`src/rtl/sdram_port_arbiter_pkg.sv`:
```
// Shared types and default sizing for the SDRAM port arbiter slice.
package sdram_arb_pkg;

  localparam int DEF_ADDR_W       = 32;
  localparam int DEF_DATA_W       = 32;
  localparam int DEF_STARVE_LIMIT = 8;
  localparam int DEF_ACK_TIMEOUT  = 1023;

  typedef enum logic [1:0] {
    ST_IDLE      = 2'd0,
    ST_GRANT_VID = 2'd1,
    ST_GRANT_CPU = 2'd2,
    ST_RELEASE   = 2'd3
  } arb_state_t;

endpackage

```
`src/rtl/sdram_port_arbiter_if.sv`:
```
// Bundle of the video port, cpu port and SDRAM controller signals.
// slave is the arbiter's view; master is the surrounding system's view.
interface sdram_port_arbiter_if
  import sdram_arb_pkg::*;
#(
  parameter int ADDR_W = DEF_ADDR_W,
  parameter int DATA_W = DEF_DATA_W
);

  logic              vid_ren;
  logic [ADDR_W-1:0] vid_addr;
  logic [DATA_W-1:0] vid_rdata;
  logic              vid_ack;

  logic              cpu_req;
  logic              cpu_we;
  logic [ADDR_W-1:0] cpu_addr;
  logic [DATA_W-1:0] cpu_wdata;
  logic [DATA_W-1:0] cpu_rdata;
  logic              cpu_ack;

  logic              mem_req;
  logic              mem_we;
  logic [ADDR_W-1:0] mem_addr;
  logic [DATA_W-1:0] mem_wdata;
  logic [DATA_W-1:0] mem_rdata;
  logic              mem_ack;

  logic              timeout_err;

  modport slave (
    input  vid_ren, vid_addr,
    input  cpu_req, cpu_we, cpu_addr, cpu_wdata,
    input  mem_rdata, mem_ack,
    output vid_rdata, vid_ack,
    output cpu_rdata, cpu_ack,
    output mem_req, mem_we, mem_addr, mem_wdata,
    output timeout_err
  );

  modport master (
    output vid_ren, vid_addr,
    output cpu_req, cpu_we, cpu_addr, cpu_wdata,
    output mem_rdata, mem_ack,
    input  vid_rdata, vid_ack,
    input  cpu_rdata, cpu_ack,
    input  mem_req, mem_we, mem_addr, mem_wdata,
    input  timeout_err
  );

endinterface

```
`src/rtl/sdram_port_arbiter_timeout.sv`:
```
// Grant watchdog: cleared by load, counts while enabled, and flags the
// cycle whose rising edge would make the count reach LIMIT.
module sdram_arb_timeout
  import sdram_arb_pkg::*;
#(
  parameter int LIMIT = DEF_ACK_TIMEOUT
) (
  input  logic sdram_clk,
  input  logic reset,
  input  logic load,
  input  logic enable,
  output logic terminal
);

  localparam int W = $clog2(LIMIT + 1);

  logic [W-1:0] count;

  assign terminal = (count == W'(LIMIT - 1));

  // Restart from zero on load, otherwise advance while enabled and not yet terminal.
  always_ff @(posedge sdram_clk or posedge reset) begin
    if (reset) begin
      count <= '0;
    end else if (load) begin
      count <= '0;
    end else if (enable && !terminal) begin
      count <= count + 1'b1;
    end
  end

endmodule

```
`src/rtl/sdram_port_arbiter.sv`:
```
// Two-port SDRAM arbiter: video line fetch normally wins, the cpu is
// guaranteed a slot after STARVE_LIMIT back-to-back video grants, and a
// watchdog abandons grants the controller never acknowledges.
module sdram_port_arbiter
  import sdram_arb_pkg::*;
#(
  parameter int ADDR_W       = DEF_ADDR_W,
  parameter int DATA_W       = DEF_DATA_W,
  parameter int STARVE_LIMIT = DEF_STARVE_LIMIT,
  parameter int ACK_TIMEOUT  = DEF_ACK_TIMEOUT
) (
  input  logic               sdram_clk,
  input  logic               reset,
  sdram_port_arbiter_if.slave bus
);

  localparam int SW = $clog2(STARVE_LIMIT + 1);

  arb_state_t    state;
  logic [SW-1:0] starve_cnt;
  logic          mem_ack_q;
  logic          ack_rise;
  logic          starve_full;
  logic          pick_cpu;
  logic          pick_vid;
  logic          to_load;
  logic          to_enable;
  logic          to_terminal;

  // Only a fresh rising ack counts, so a stale level left over from an
  // abandoned grant cannot complete the next one.
  assign ack_rise    = bus.mem_ack && !mem_ack_q;
  assign starve_full = (starve_cnt == SW'(STARVE_LIMIT));
  assign pick_cpu    = bus.cpu_req && (!bus.vid_ren || starve_full);
  assign pick_vid    = bus.vid_ren && !pick_cpu;
  assign to_load     = (state == ST_IDLE) && (pick_vid || pick_cpu);
  assign to_enable   = (state == ST_GRANT_VID) || (state == ST_GRANT_CPU);

  sdram_arb_timeout #(
    .LIMIT (ACK_TIMEOUT)
  ) u_timeout (
    .sdram_clk (sdram_clk),
    .reset     (reset),
    .load      (to_load),
    .enable    (to_enable),
    .terminal  (to_terminal)
  );

  // Remember last cycle's controller ack for edge detection.
  always_ff @(posedge sdram_clk or posedge reset) begin
    if (reset) begin
      mem_ack_q <= 1'b0;
    end else begin
      mem_ack_q <= bus.mem_ack;
    end
  end

  // Arbitration FSM, registered memory request and per-port completion.
  always_ff @(posedge sdram_clk or posedge reset) begin
    if (reset) begin
      state           <= ST_IDLE;
      starve_cnt      <= '0;
      bus.mem_req     <= 1'b0;
      bus.mem_we      <= 1'b0;
      bus.mem_addr    <= {ADDR_W{1'b0}};
      bus.mem_wdata   <= {DATA_W{1'b0}};
      bus.vid_rdata   <= {DATA_W{1'b0}};
      bus.cpu_rdata   <= {DATA_W{1'b0}};
      bus.vid_ack     <= 1'b0;
      bus.cpu_ack     <= 1'b0;
      bus.timeout_err <= 1'b0;
    end else begin
      case (state)
        ST_IDLE: begin
          if (pick_vid) begin
            bus.mem_addr  <= bus.vid_addr;
            bus.mem_we    <= 1'b0;
            bus.mem_wdata <= {DATA_W{1'b0}};
            bus.mem_req   <= 1'b1;
            state         <= ST_GRANT_VID;
            if (!bus.cpu_req) begin
              starve_cnt <= '0;
            end else if (!starve_full) begin
              starve_cnt <= starve_cnt + 1'b1;
            end
          end else if (pick_cpu) begin
            bus.mem_addr  <= bus.cpu_addr;
            bus.mem_we    <= bus.cpu_we;
            bus.mem_wdata <= bus.cpu_wdata;
            bus.mem_req   <= 1'b1;
            state         <= ST_GRANT_CPU;
            starve_cnt    <= '0;
          end else begin
            starve_cnt <= '0;
          end
        end
        ST_GRANT_VID: begin
          if (ack_rise) begin
            bus.vid_rdata <= bus.mem_rdata;
            bus.vid_ack   <= 1'b1;
            bus.mem_req   <= 1'b0;
            state         <= ST_RELEASE;
          end else if (to_terminal) begin
            bus.timeout_err <= 1'b1;
            bus.mem_req     <= 1'b0;
            state           <= ST_IDLE;
          end
        end
        ST_GRANT_CPU: begin
          if (ack_rise) begin
            bus.cpu_rdata <= bus.mem_rdata;
            bus.cpu_ack   <= 1'b1;
            bus.mem_req   <= 1'b0;
            state         <= ST_RELEASE;
          end else if (to_terminal) begin
            bus.timeout_err <= 1'b1;
            bus.mem_req     <= 1'b0;
            state           <= ST_IDLE;
          end
        end
        ST_RELEASE: begin
          if (bus.vid_ack && !bus.vid_ren) begin
            bus.vid_ack <= 1'b0;
          end
          if (bus.cpu_ack && !bus.cpu_req) begin
            bus.cpu_ack <= 1'b0;
          end
          if (!bus.vid_ack && !bus.cpu_ack && !bus.mem_ack) begin
            state <= ST_IDLE;
          end
        end
        default: begin
          state <= ST_IDLE;
        end
      endcase
    end
  end

endmodule

```
`src/flat_wrapper.sv`:
```
// flat-port wrapper written by rule: the top's interface ports become plain ports
module sdram_port_arbiter_flat import sdram_arb_pkg::*;
#(
  parameter int ADDR_W       = DEF_ADDR_W,
  parameter int DATA_W       = DEF_DATA_W,
  parameter int STARVE_LIMIT = DEF_STARVE_LIMIT,
  parameter int ACK_TIMEOUT  = DEF_ACK_TIMEOUT
)
  (sdram_clk, reset, bus_vid_ren, bus_vid_addr, bus_cpu_req, bus_cpu_we, bus_cpu_addr, bus_cpu_wdata, bus_mem_rdata, bus_mem_ack, bus_vid_rdata, bus_vid_ack, bus_cpu_rdata, bus_cpu_ack, bus_mem_req, bus_mem_we, bus_mem_addr, bus_mem_wdata, bus_timeout_err);
  sdram_port_arbiter_if #(.ADDR_W(ADDR_W), .DATA_W(DATA_W)) bus_i ();
  input  logic sdram_clk;
  input  logic reset;
  input wire logic [$bits(bus_i.vid_ren)-1:0] bus_vid_ren;
  input wire logic [$bits(bus_i.vid_addr)-1:0] bus_vid_addr;
  input wire logic [$bits(bus_i.cpu_req)-1:0] bus_cpu_req;
  input wire logic [$bits(bus_i.cpu_we)-1:0] bus_cpu_we;
  input wire logic [$bits(bus_i.cpu_addr)-1:0] bus_cpu_addr;
  input wire logic [$bits(bus_i.cpu_wdata)-1:0] bus_cpu_wdata;
  input wire logic [$bits(bus_i.mem_rdata)-1:0] bus_mem_rdata;
  input wire logic [$bits(bus_i.mem_ack)-1:0] bus_mem_ack;
  output wire logic [$bits(bus_i.vid_rdata)-1:0] bus_vid_rdata;
  output wire logic [$bits(bus_i.vid_ack)-1:0] bus_vid_ack;
  output wire logic [$bits(bus_i.cpu_rdata)-1:0] bus_cpu_rdata;
  output wire logic [$bits(bus_i.cpu_ack)-1:0] bus_cpu_ack;
  output wire logic [$bits(bus_i.mem_req)-1:0] bus_mem_req;
  output wire logic [$bits(bus_i.mem_we)-1:0] bus_mem_we;
  output wire logic [$bits(bus_i.mem_addr)-1:0] bus_mem_addr;
  output wire logic [$bits(bus_i.mem_wdata)-1:0] bus_mem_wdata;
  output wire logic [$bits(bus_i.timeout_err)-1:0] bus_timeout_err;
  assign bus_i.vid_ren = bus_vid_ren;
  assign bus_i.vid_addr = bus_vid_addr;
  assign bus_i.cpu_req = bus_cpu_req;
  assign bus_i.cpu_we = bus_cpu_we;
  assign bus_i.cpu_addr = bus_cpu_addr;
  assign bus_i.cpu_wdata = bus_cpu_wdata;
  assign bus_i.mem_rdata = bus_mem_rdata;
  assign bus_i.mem_ack = bus_mem_ack;
  assign bus_vid_rdata = bus_i.vid_rdata;
  assign bus_vid_ack = bus_i.vid_ack;
  assign bus_cpu_rdata = bus_i.cpu_rdata;
  assign bus_cpu_ack = bus_i.cpu_ack;
  assign bus_mem_req = bus_i.mem_req;
  assign bus_mem_we = bus_i.mem_we;
  assign bus_mem_addr = bus_i.mem_addr;
  assign bus_mem_wdata = bus_i.mem_wdata;
  assign bus_timeout_err = bus_i.timeout_err;
  sdram_port_arbiter #(.ADDR_W(ADDR_W), .DATA_W(DATA_W), .STARVE_LIMIT(STARVE_LIMIT), .ACK_TIMEOUT(ACK_TIMEOUT)) u_core (.sdram_clk(sdram_clk), .reset(reset), .bus(bus_i));
endmodule
```
`config.mk`:
```
export PLATFORM = sky130hd
export DESIGN_NAME = sdram_port_arbiter_flat
export DESIGN_NICKNAME = d
export VERILOG_FILES = /design/src/rtl/sdram_port_arbiter_pkg.sv /design/src/rtl/sdram_port_arbiter_if.sv /design/src/rtl/sdram_port_arbiter_timeout.sv /design/src/rtl/sdram_port_arbiter.sv /design/src/flat_wrapper.sv
export SDC_FILE = /design/constraint.sdc
export NUM_CORES = 1
export LEC_CHECK = 0
export CORE_ASPECT_RATIO = 2
export CORE_MARGIN = 1
export CORE_UTILIZATION = 46
export CTS_CLUSTER_DIAMETER = 30
export DETAILED_ROUTE_END_ITERATION = 8
export MAX_ROUTING_LAYER = met4
export PLACE_DENSITY = 0.85
export SLEW_MARGIN = 20
export SYNTH_ARGS = -nofsm -noshare
export SYNTH_HDL_FRONTEND = slang
export SYNTH_SLANG_ARGS = --single-unit
```
`constraint.sdc`:
```
create_clock -name sdram_clk -period 10.4 [get_ports sdram_clk]
set_input_delay 3.12 -clock sdram_clk [delete_from_list [all_inputs] [get_ports sdram_clk]]
set_output_delay 3.12 -clock sdram_clk [all_outputs]
set_load 0.01 [all_outputs]
```
==> impl_metrics.csv <==
group,metric,value,unit
run_status,status,"finished clean",
sta,slew_violations,0,
placed_design,io_buffers,266,
placed_design,place_hpwl,12.47,mm
critical_path,crit_family,"buffers and inverters",
sta,slew_headroom,0.3890,
clock_tree,ctsResizeCount,0,
sta,final_min_period_over_clock_period,0.4646,
critical_path,startpoint_type,"input pin",
final_layout,nets,979,
critical_path,cp-endpoint,"u_core.bus.mem_wdata[18]",
run,maxCapViolations,0,
critical_path,critical_path.startpoint,"bus_vid_ren",
min_path,hold_path.class,"register to register",
final_layout,drive_gt1_frac,0.1450,
clock_tree,cts_hold_buf,0,
critical_path,cp.arrival,5130,ps
clock_tree,cts_tree,"yes",
sta,tns,0,ps
critical_path,setup.worst_path.class,"input pin to register",
synthesis,synth_edf_count,0,
routing,wl_met2,9.232,mm
routing,drtPass1Iterations,5,
routing,highest_layer,"met4",
clock_tree,ctsRootBufferMaster,"clkbuf_16",
critical_path,critPathBufInv,2,
routing,route.layer.met1.wl,6.111,mm
pwr,power.leakage,0.004151,uW
synthesis,yosysSeqAreaShare,0.5857,
routing,drt_iter0_drc,223,
synthesis,ys_types,44,
critical_path,rr_startpoint,"u_core.state[0]",
routing,wl_per_cell,16.86,um
sta,finalHoldViolCount,0,
clock_tree,h-tree-depth,4,
placed_design,placed_cell_area,0.009119,mm^2
floorplan,ioPinCount,267,
final_layout,nFillCells,970,
critical_path,rr_endpoint,"u_core.bus.mem_wdata[18]",
routing,viasPerCell,5.308,
routing,antenna_left,0,
routing,num_vias,5324,
synthesis,synth.largest_area_cell,"dfrtp_1",
synthesis,synth_area,0.006409,mm^2
placed_design,gp_congestion,0.7830,
floorplan,initial_core_util,0.4743,
global_route,grt_pass1_vias,5642,
clock_tree,clkTransAtPathRegs,60,ps
critical_path,cp.required,10700,ps
sta,tightest_slew,916.5,ps
pwr,irDropWorstVdd,170.5,uV
floorplan,die_w,85.46,um
synthesis,synth_warnings,0,
sta,layout_min_cycle_time,4832,ps
synthesis,syn_area_per_cell,11.03,um^2
clock_tree,postCtsSetupBuffers,0,
critical_path,slowest_stage,"buf_4",
clock_tree,cts_sinks,150,
global_route,grt_usage,0.2519,
global_route,grt_pass1_wl,27.46,mm
critical_path,r2r_slack,8170,ps
critical_path,end_kind,"register",
final_layout,areaGrowthSynthToFinish,52.46,%
synthesis,async_reset_ff_frac,1.000,
clock_tree,cts_buffers,17,
synthesis,synth_flop_cell,"dfrtp_1",
routing,wirelength,16.91,mm
floorplan,rows,60,
synthesis,synth-seq-cells,150,
critical_path,reg2regPathDepth,6,
critical_path,path_depth,5,
sta,final.setup_skew,12.56,ps
critical_path,cp_slowest_stage_delay,730,ps
sta,fmax,0.2070,GHz
floorplan,core_area,0.01351,mm^2
clock_tree,insertion_delay,410,ps
global_route,antenna_found_initial,0,
routing,route.detailed.drc,0,
global_route,grt_max_degree,99,
sta,setup_viol,0,
critical_path,path_cells,"clkdlybuf4s50_1 -> o21a_4 -> buf_4 -> nand2_1 -> o21ai_0",
synthesis,synth_area_leaders,"dfrtp_1 59%, mux2_2 11%, nand2_1 8.2%",
floorplan,dieArea,0.01444,mm^2
final_layout,final_area,0.009771,mm^2
global_route,grt_overflow,0,
routing,route.met3.wl,786,um
floorplan,die_h,168.9,um
clock_tree,clockBufferDepth,2,
synthesis,syn-instance-count,581,
sta,worst_slack,5568,ps
synthesis,synth_nets,724,
sta,rsz0062_at_grt,"no",
synthesis,synth_top_area_frac,0.5857,
critical_path,critPathMaxFanout,98,
final_layout,diodes,0,
placed_design,place_ws,5012,ps
pwr,powerDensity,294.0,mW/mm^2
[worst min-delay path by stage]
stage / start / to / slack (ps) / cells past startpoint
after floorplan: u_core.u_timeout.count[3] / u_core.u_timeout.count[3] / 500 / 1
final: u_core.bus.mem_wdata[12] / u_core.bus.mem_wdata[12] / 480 / 2
after global placement: u_core.bus.mem_wdata[20] / u_core.bus.mem_wdata[20] / 460 / 2
after detailed placement: u_core.bus.mem_wdata[12] / u_core.bus.mem_wdata[12] / 470 / 2
after global routing: u_core.bus.mem_wdata[10] / u_core.bus.mem_wdata[10] / 500 / 2
after CTS: u_core.bus.mem_wdata[12] / u_core.bus.mem_wdata[12] / 480 / 2
[layer usage]
metal  global-route usage  up-vias
met3              0.03998       50
met5                    -        -
met2               0.4435      237
met4               0.1428        0
li1                     -     2481
met1               0.2632     2556
[registers in the layout, indices dropped and copies added (netlist names), 2 cells and up]
name and flops:
u_core.bus.cpu_rdata 32, u_core.u_timeout.count 10, u_core.starve_cnt 4, u_core.bus.mem_wdata 32, u_core.bus.vid_rdata 32, u_core.state 2, u_core.bus.mem_addr 32
[power by group]
group / leakage (uW) / switching (uW) / internal [uW]
clock network: 0.000307 / 245 / 419
registers: 0.00183 / 148 / 849
logic: 0.00201 / 530 / 682
total: 0.00415 / 923 / 1950
[cell usage after synthesis, types with 2 or more instances]
library cell and count:
o21ai_2 4, clkbuf_1 14, nand4_1 3, a21oi_1 11, a311oi_2 2, a31oi_1 33
o22ai_1 5, nor3b_1 3, nor3_1 2, dfrtp_1 150, nand3_1 3, buf_2 14
o21ai_0 33, buf_8 2, nor2_2 2, mux2_2 65, xnor2_1 5, mux2i_1 2
nor2_1 39, buf_4 2, ha_1 9, and3_2 2, o21ai_1 2, nand2_1 140
nand3_2 2, inv_1 12, buf_6 3
[final cells by class]
class                   count  area, um^2  share of cell area
well taps                 155       193.9             0.01985
inverters                  12       50.05            0.005122
clock inverters            12       191.4             0.01959
flip-flops and latches    150        3754              0.3842
repair buffers            271        2704              0.2767
clock buffers              19       452.9             0.04636
multi-input cells         384        2425              0.2482
[metrics by stage]
stage | total power (uW) | instances | hold WS (ps) | utilization
6_report | 2873 | 1003 | 475.7 | 0.7231
5_1_grt | 3035 | 1003 | 504.9 | 0.7231
4_1_cts | 2901 | 1003 | 480.1 | 0.7225
3_5_place_dp | 2225 | 972 | 465.7 | 0.6748
3_3_place_gp | 2166 | 972 | 461.8 | 0.6748
2_1_floorplan | 1530 | 581 | 504.9 | -
[logic make-up after synthesis]
kind of cell    after synthesis  share of synthesized area
simple gates                205                     0.1361
flops                       150                     0.5857
compound gates               98                    0.09801
mux                          67                     0.1173
buf+inv                      47                    0.03846
fa+ha+maj                     9                    0.01757
xor+xnor                      5                   0.006833
[cells in the final DEF (no fill, tap or decap), drive strengths merged, types with 2 or more instances in the layout]
cell | netlist | routed
a311oi | 2 | 2
ha | 9 | 9
clkdlybuf4s50 | 0 | 266
xnor2 | 5 | 5
o22ai | 5 | 5
clkinvlp | 0 | 3
nand4 | 4 | 4
nor3 | 3 | 3
nand3 | 5 | 5
a31oi | 33 | 33
inv | 12 | 17
mux2 | 65 | 65
nor3b | 3 | 3
nand2 | 140 | 140
a21oi | 11 | 11
o31ai | 2 | 2
clkbuf | 14 | 19
nor2 | 41 | 41
and3 | 2 | 2
mux2i | 2 | 2
buf | 21 | 5
o21ai | 39 | 39
bufinv | 0 | 4
dfrtp | 150 | 150
[worst register-to-register path: stages (launching register included)]
cell and delay, ps:
dfrtp_1 400, inv_1 140, ha_1 240, o21a_4 230
buf_4 730, nand2_1 120, o21ai_0 270
No activity file was read; power rests on OpenSTA's default activity.
